<file path="src/rtl/prog_mem_ctrl_if.sv">
// Fetch and load port bundle for the program memory controller.
// The master side is the PC / boot source; the slave side is the controller.
interface prog_mem_ctrl_if #(
  parameter int unsigned DATA_W = 8,
  parameter int unsigned ADDR_W = 8
);

  // Fetch port
  logic              fetch_req;
  logic [ADDR_W-1:0] fetch_addr;
  logic              fetch_ready;
  logic              fetch_valid;
  logic [DATA_W-1:0] fetch_data;
  logic              fetch_fault;

  // Load port
  logic              load_start;
  logic              load_byte_valid;
  logic [DATA_W-1:0] load_byte;
  logic              load_end;
  logic              load_busy;
  logic              load_done;
  logic [ADDR_W:0]   load_count;

  modport master (
    output fetch_req, fetch_addr, load_start, load_byte_valid, load_byte, load_end,
    input  fetch_ready, fetch_valid, fetch_data, fetch_fault, load_busy, load_done, load_count
  );

  modport slave (
    input  fetch_req, fetch_addr, load_start, load_byte_valid, load_byte, load_end,
    output fetch_ready, fetch_valid, fetch_data, fetch_fault, load_busy, load_done, load_count
  );

endinterface

</file>
<file path="src/rtl/prog_mem_ctrl.sv">
// Program memory with a registered one-cycle fetch port and a byte-stream load port.
// Fetches are served only in IDLE; a load session owns the array while LOADING.
module prog_mem_ctrl #(
  parameter int unsigned       DATA_W   = 8,
  parameter int unsigned       ADDR_W   = 8,
  parameter int unsigned       DEPTH    = 32,
  parameter logic [DATA_W-1:0] NOP_WORD = '0
) (
  input logic            clk,
  input logic            reset,
  prog_mem_ctrl_if.slave bus
);

  localparam int unsigned   IDX_W  = (DEPTH > 1) ? $clog2(DEPTH) : 1;
  // Depth held one bit wider than the address so DEPTH = 2^ADDR_W still fits.
  localparam logic [ADDR_W:0] DEPTH_L = (ADDR_W + 1)'(DEPTH);
  localparam logic [ADDR_W:0] LAST_L  = (ADDR_W + 1)'(DEPTH - 1);

  typedef enum logic [0:0] {
    StIdle,
    StLoading
  } state_e;

  state_e state_q, state_d;

  // Power-up contents are NOP_WORD; reset deliberately leaves the array alone.
  logic [DATA_W-1:0] mem_q [DEPTH] = '{default: NOP_WORD};

  logic              fetch_valid_q;
  logic [DATA_W-1:0] fetch_data_q;
  logic              fetch_fault_q;
  logic              load_done_q;
  logic [ADDR_W:0]   load_count_q;   // doubles as the write pointer

  logic fetch_accept;
  logic addr_in_range;
  logic load_write;
  logic load_last;

  // Decode handshake qualifiers from the current state and inputs
  always_comb begin
    fetch_accept  = bus.fetch_req && (state_q == StIdle);
    addr_in_range = ({1'b0, bus.fetch_addr} < DEPTH_L);
    load_write    = bus.load_byte_valid && (state_q == StLoading);
    load_last     = (load_count_q == LAST_L);
  end

  // State register
  always_ff @(posedge clk) begin
    if (reset) begin
      state_q <= StIdle;
    end else begin
      state_q <= state_d;
    end
  end

  // Next-state logic; the write to the last word closes the session by itself
  always_comb begin
    state_d = state_q;
    unique case (state_q)
      StIdle: begin
        if (bus.load_start) state_d = StLoading;
      end
      StLoading: begin
        if (bus.load_end || (load_write && load_last)) state_d = StIdle;
      end
      default: state_d = StIdle;
    endcase
  end

  // Outputs: status decoded from the state register, the rest from registers
  always_comb begin
    bus.fetch_ready = (state_q == StIdle);
    bus.load_busy   = (state_q == StLoading);
    bus.fetch_valid = fetch_valid_q;
    bus.fetch_data  = fetch_data_q;
    bus.fetch_fault = fetch_fault_q;
    bus.load_done   = load_done_q;
    bus.load_count  = load_count_q;
  end

  // Array write port; no writes while reset is asserted
  always_ff @(posedge clk) begin
    if (load_write && !reset) begin
      mem_q[load_count_q[IDX_W-1:0]] <= bus.load_byte;
    end
  end

  // Registered fetch; out-of-range addresses return NOP_WORD with a fault flag
  always_ff @(posedge clk) begin
    if (reset) begin
      fetch_valid_q <= 1'b0;
      fetch_data_q  <= NOP_WORD;
      fetch_fault_q <= 1'b0;
    end else begin
      fetch_valid_q <= fetch_accept;
      if (fetch_accept) begin
        if (addr_in_range) begin
          fetch_data_q  <= mem_q[bus.fetch_addr[IDX_W-1:0]];
          fetch_fault_q <= 1'b0;
        end else begin
          fetch_data_q  <= NOP_WORD;
          fetch_fault_q <= 1'b1;
        end
      end
    end
  end

  // Load session counter and done pulse; reset drops the pulse of an aborted session
  always_ff @(posedge clk) begin
    if (reset) begin
      load_count_q <= '0;
      load_done_q  <= 1'b0;
    end else begin
      load_done_q <= (state_q == StLoading) && (state_d == StIdle);
      if ((state_q == StIdle) && bus.load_start) begin
        load_count_q <= '0;
      end else if (load_write) begin
        load_count_q <= load_count_q + 1'b1;
      end
    end
  end

endmodule

</file>
<file path="src/flat_wrapper.sv">
// flat-port wrapper written by rule: the top's interface ports become plain ports
module prog_mem_ctrl_flat 
#(
  parameter int unsigned       DATA_W   = 8,
  parameter int unsigned       ADDR_W   = 8,
  parameter int unsigned       DEPTH    = 32,
  parameter logic [DATA_W-1:0] NOP_WORD = '0
)
  (clk, reset, bus_fetch_req, bus_fetch_addr, bus_load_start, bus_load_byte_valid, bus_load_byte, bus_load_end, bus_fetch_ready, bus_fetch_valid, bus_fetch_data, bus_fetch_fault, bus_load_busy, bus_load_done, bus_load_count);
  prog_mem_ctrl_if #(.DATA_W(DATA_W), .ADDR_W(ADDR_W)) bus_i ();
  input logic clk;
  input logic reset;
  input wire logic [$bits(bus_i.fetch_req)-1:0] bus_fetch_req;
  input wire logic [$bits(bus_i.fetch_addr)-1:0] bus_fetch_addr;
  input wire logic [$bits(bus_i.load_start)-1:0] bus_load_start;
  input wire logic [$bits(bus_i.load_byte_valid)-1:0] bus_load_byte_valid;
  input wire logic [$bits(bus_i.load_byte)-1:0] bus_load_byte;
  input wire logic [$bits(bus_i.load_end)-1:0] bus_load_end;
  output wire logic [$bits(bus_i.fetch_ready)-1:0] bus_fetch_ready;
  output wire logic [$bits(bus_i.fetch_valid)-1:0] bus_fetch_valid;
  output wire logic [$bits(bus_i.fetch_data)-1:0] bus_fetch_data;
  output wire logic [$bits(bus_i.fetch_fault)-1:0] bus_fetch_fault;
  output wire logic [$bits(bus_i.load_busy)-1:0] bus_load_busy;
  output wire logic [$bits(bus_i.load_done)-1:0] bus_load_done;
  output wire logic [$bits(bus_i.load_count)-1:0] bus_load_count;
  assign bus_i.fetch_req = bus_fetch_req;
  assign bus_i.fetch_addr = bus_fetch_addr;
  assign bus_i.load_start = bus_load_start;
  assign bus_i.load_byte_valid = bus_load_byte_valid;
  assign bus_i.load_byte = bus_load_byte;
  assign bus_i.load_end = bus_load_end;
  assign bus_fetch_ready = bus_i.fetch_ready;
  assign bus_fetch_valid = bus_i.fetch_valid;
  assign bus_fetch_data = bus_i.fetch_data;
  assign bus_fetch_fault = bus_i.fetch_fault;
  assign bus_load_busy = bus_i.load_busy;
  assign bus_load_done = bus_i.load_done;
  assign bus_load_count = bus_i.load_count;
  prog_mem_ctrl #(.DATA_W(DATA_W), .ADDR_W(ADDR_W), .DEPTH(DEPTH), .NOP_WORD(NOP_WORD)) u_core (.clk(clk), .reset(reset), .bus(bus_i));
endmodule
</file>
<file path="config.mk">
export PLATFORM = sky130hd
export DESIGN_NAME = prog_mem_ctrl_flat
export DESIGN_NICKNAME = d
export VERILOG_FILES = /design/src/rtl/prog_mem_ctrl_if.sv /design/src/rtl/prog_mem_ctrl.sv /design/src/flat_wrapper.sv
export SDC_FILE = /design/constraint.sdc
export NUM_CORES = 1
export LEC_CHECK = 0
export BUFFER_PORTS_ARGS = -buffer_cell sky130_fd_sc_hd__buf_2
export CORE_UTILIZATION = 50
export DETAILED_ROUTE_END_ITERATION = 8
export PLACE_DENSITY = 0.67
export RECOVER_POWER = 50
export SETUP_SLACK_MARGIN = 0.02
export SLEW_MARGIN = 10
export SYNTH_ARGS = -nofsm -noshare
export SYNTH_HDL_FRONTEND = slang
export SYNTH_SLANG_ARGS = --single-unit
export TNS_END_PERCENT = 30
</file>
<file path="constraint.sdc">
create_clock -name clk -period 2.71 [get_ports clk]
set_clock_uncertainty 0.1 [all_clocks]
set_input_delay 0.1355 -clock clk [delete_from_list [all_inputs] [get_ports clk]]
set_output_delay 0.1355 -clock clk [all_outputs]
set_load 0.01 [all_outputs]
</file>
==> results.yml <==
status:
  status: "complete, but fails checks"
  violations: "max-capacitance violations, max-slew violations"
power:
  p_seq_share_pct: 52.3
  power_density_nw_per_um2: 697
  vdd_drop_max_v: 0.000443
  p_leak_nw: 4.26
  p_comb_share_pct: 4.8
  p_sw_w: 0.00181
  p_int_w: 0.00715
  pwr-share-clk_pct: 42.9
  design_power_total_w: 0.00896
  p_sw_share_pct: 20.2
worst_setup_path:
  r2r_start: "u_core.bus.load_busy$_SDFF_PP0_"
  slowest_stage: "dlygate4sd3_1"
  cp.required_ps: 3040
  reg2regPathDepth: 5
  r2r_end: "u_core.bus.fetch_data[5]$_SDFFE_PP0P_"
  path_cells: "nand2b_1 -> or4_4 -> dlygate4sd3_1 -> a21o_1 -> a2111oi_2"
  crit_type: "reg -> reg"
  cp_num_buf_inv: 1
  crit_fanout: 8
  critPathMaxStageDelay_ps: 680
  critPathLaunchType: "register"
  reg2reg_slack_ps: 220
  critPathArrivalTime_ps: 2820
  critPathCaptureType: "register"
  crit_family: "simple AND/OR/NAND/NOR gates"
detailed_routing:
  wl_met3_mm: 1.62
  route.vias.total: 6069
  routed-wl-met2_mm: 12.1
  drt_iter0_drc: 598
  drc_errors: 0
  ant_nets: 0
  highest_layer: "met5"
  m1WireLength_mm: 10.5
  wire_per_inst_um: 24.8
  routed_wl_mm: 25.1
  first_pass_iters: 5
  post_drt_via_cell_ratio: 6.00
finish:
  drive_above_1_share_pct: 21.6
  layout-area-overhead-vs-synth_pct: 16.2
  fillers: 1606
  fin_cells: 1011
  diodes: 0
  nets: 736
yosys:
  synth.area.top_cells: "edfxtp_1 70%, mux4_2 8.2%, mux2i_1 5.3%"
  synth_area_sq_um: 11100
  ys_ff_latch: 277
  synth-edff-count: 256
  seq_area_frac_synth_pct: 73.4
  yosysMostFrequentCell: "edfxtp_1"
  synth_top_cells_by_count: "256 x edfxtp_1, 59 x mux2i_1, 50 x nor2_1, 40 x mux4_2, 22 x nand2_1"
  postSynthCellCount: 618
  synth_cell_type_count: 48
  yosysTopAreaCell: "edfxtp_1"
  synth_nets: 644
  syn_avg_cell_area_sq_um: 17.9
  synth_top_area_share_pct: 69.6
  synth_ff_type: "edfxtp_1"
  yosys_warnings: 0
  synthArstFlopShare_pct: 0
global_routing:
  grt_util_all_layers_pct: 23.3
  grt_pass1_wl_mm: 37.8
  grt_overflow: 0
  grt_max_degree: 33
  grt_pass1_vias: 6243
  antenna_found_initial: 1
die:
  initial_core_util_pct: 50.8
  die_area_sq_um: 22700
  die_w_um: 151
  die_h_um: 151
  rows: 54
  core_sq_um: 21800
  num_io_pins: 44
clock_network:
  clock-sinks: 277
  clk_latency_ps: 530
  clockBufferDepth: 3
  htreeDepth: 1
  cts_buffers: 28
  cts_root_buffer: "clkbuf_16"
  cts_tree: "built"
  clkSlewWorstSetupHoldPaths_ps: 60
timing:
  slew_viol_final: 132
  slew_headroom_pct: -9.79
  min_period_ps: 2490
  fin_crit_sh_pct: 91.9
  fin_hold_ws_ps: 87.6
  fmax_mhz: 402
  tightestPinTransition_ps: 1650
  finalHoldViolCount: 0
  setup_tns_ps: 0
  setup_viol: 0
  setup_ws_ps: 220
  rsz0062_at_grt: "no"
placed_design:
  place_ws_ps: 186
  gp_congestion: 0.898
  dp_hpwl_mm: 16.3
  port_buffers: 43
  place_inst: 947
hold_path:
  worstHoldStart: "bus_fetch_addr[4]"
  hold_path_class: "in -> reg"
  holdPathEnd: "u_core.bus.fetch_data[4]$_SDFFE_PP0P_"
  hold_depth: 3
run:
  cap_violations: 6
[cell usage in the layout, fill, tap and decap left out, drive strengths merged, types with 5 or more instances in the layout]
cell type	Yosys	final
a21oi	14	14
a22o	8	8
a22oi	6	6
and4	5	5
buf	21	60
clkbuf	14	61
clkinv	0	9
dfxtp	21	21
dlygate4sd3	0	13
edfxtp	256	256
inv	7	7
mux2	5	5
mux2i	59	59
mux4	40	40
nand2	22	22
nand3	13	13
nor2	50	50
nor3	5	5
o2111ai	7	7
o22a	5	5
xnor2	7	7
[worst register-to-register path, delay by kind of cell, from the launching register on]
family          cells  cell delay [ps]
compound gates      2              510
buf+inv             1              680
flops               1              390
simple gates        2              700
[routing by layer]
metal | GRT usage, % | vias to the layer above
met3 | 4.06 | 58
met5 | 0 | -
li1 | - | 2655
met1 | 31.7 | 3136
met2 | 37.6 | 218
met4 | 9.10 | 2
[flip-flops by register name, indices dropped and copies added, names as in the netlist]
register / count
u_core.bus.fetch_fault: 1
u_core.mem_q: 256
u_core.bus.load_count: 9
u_core.bus.load_busy: 1
u_core.bus.fetch_data: 8
u_core.bus.load_done: 1
u_core.bus.fetch_valid: 1
[repair_timing]
action,CTS,global route
hold buffers,13,0
resized for setup,0,3
buffers inserted,0,0
endpoints found under the hold margin,10,0
endpoints found under the setup margin,0,33
[worst max path at each step]
| stage | from | to | cells after the start |
|---|---|---|---|
| 6_report | u_core.bus.load_busy$_SDFF_PP0_ | u_core.bus.fetch_data[5]$_SDFFE_PP0P_ | 5 |
| 5_1_grt | u_core.bus.load_busy$_SDFF_PP0_ | u_core.bus.fetch_data[5]$_SDFFE_PP0P_ | 5 |
| 4_1_cts | u_core.bus.load_busy$_SDFF_PP0_ | u_core.mem_q[29][2]$_DFFE_PP_ | 4 |
| 3_5_place_dp | u_core.bus.load_busy$_SDFF_PP0_ | u_core.mem_q[9][6]$_DFFE_PP_ | 4 |
| 3_3_place_gp | u_core.bus.load_busy$_SDFF_PP0_ | u_core.mem_q[10][7]$_DFFE_PP_ | 4 |
| 2_1_floorplan | u_core.bus.load_count[1]$_SDFFE_PP0P_ | u_core.mem_q[11][0]$_DFFE_PP_ | 5 |
[per-stage QoR]
step / utilization (%) / instance area, sq um
6_report: 59.0 / 12800
5_1_grt: 59.0 / 12800
4_1_cts: 59.2 / 12900
3_5_place_dp: 54.2 / 11800
3_3_place_gp: 54.2 / 11800
2_1_floorplan: - / 11100
[power by group through the flow]
stage               clock, W  sequential [W]  combinational [W]
finish               0.00384         0.00469           0.000428
global route         0.00405         0.00469           0.000459
global placement           0         0.00477           0.000410
floorplan                  0         0.00477           0.000234
CTS                  0.00391         0.00468           0.000433
detailed placement         0         0.00477           0.000420
[final cells by class]
cell class,instances,area [sq um],share of cell area (%)
timing repair buffer,97,676,5.26
inverter,7,26.3,0.205
sequential,277,8110,63.1
clock buffer,37,818,6.37
clock inverter,14,120,0.935
multi-input combinational,299,2750,21.4
tap,280,350,2.73
[kinds of logic after synthesis]
kind of cell	synth area share (%)
flip-flops	73.4
AND/OR/NAND/NOR	5.43
multiplexers	14.0
AO/OA/AOI/OAI	4.27
buffers and inverters	1.85
XOR/XNOR	0.634
adder cells (fa/ha/maj)	0.453
No activity file was read; power rests on OpenSTA's default activity.
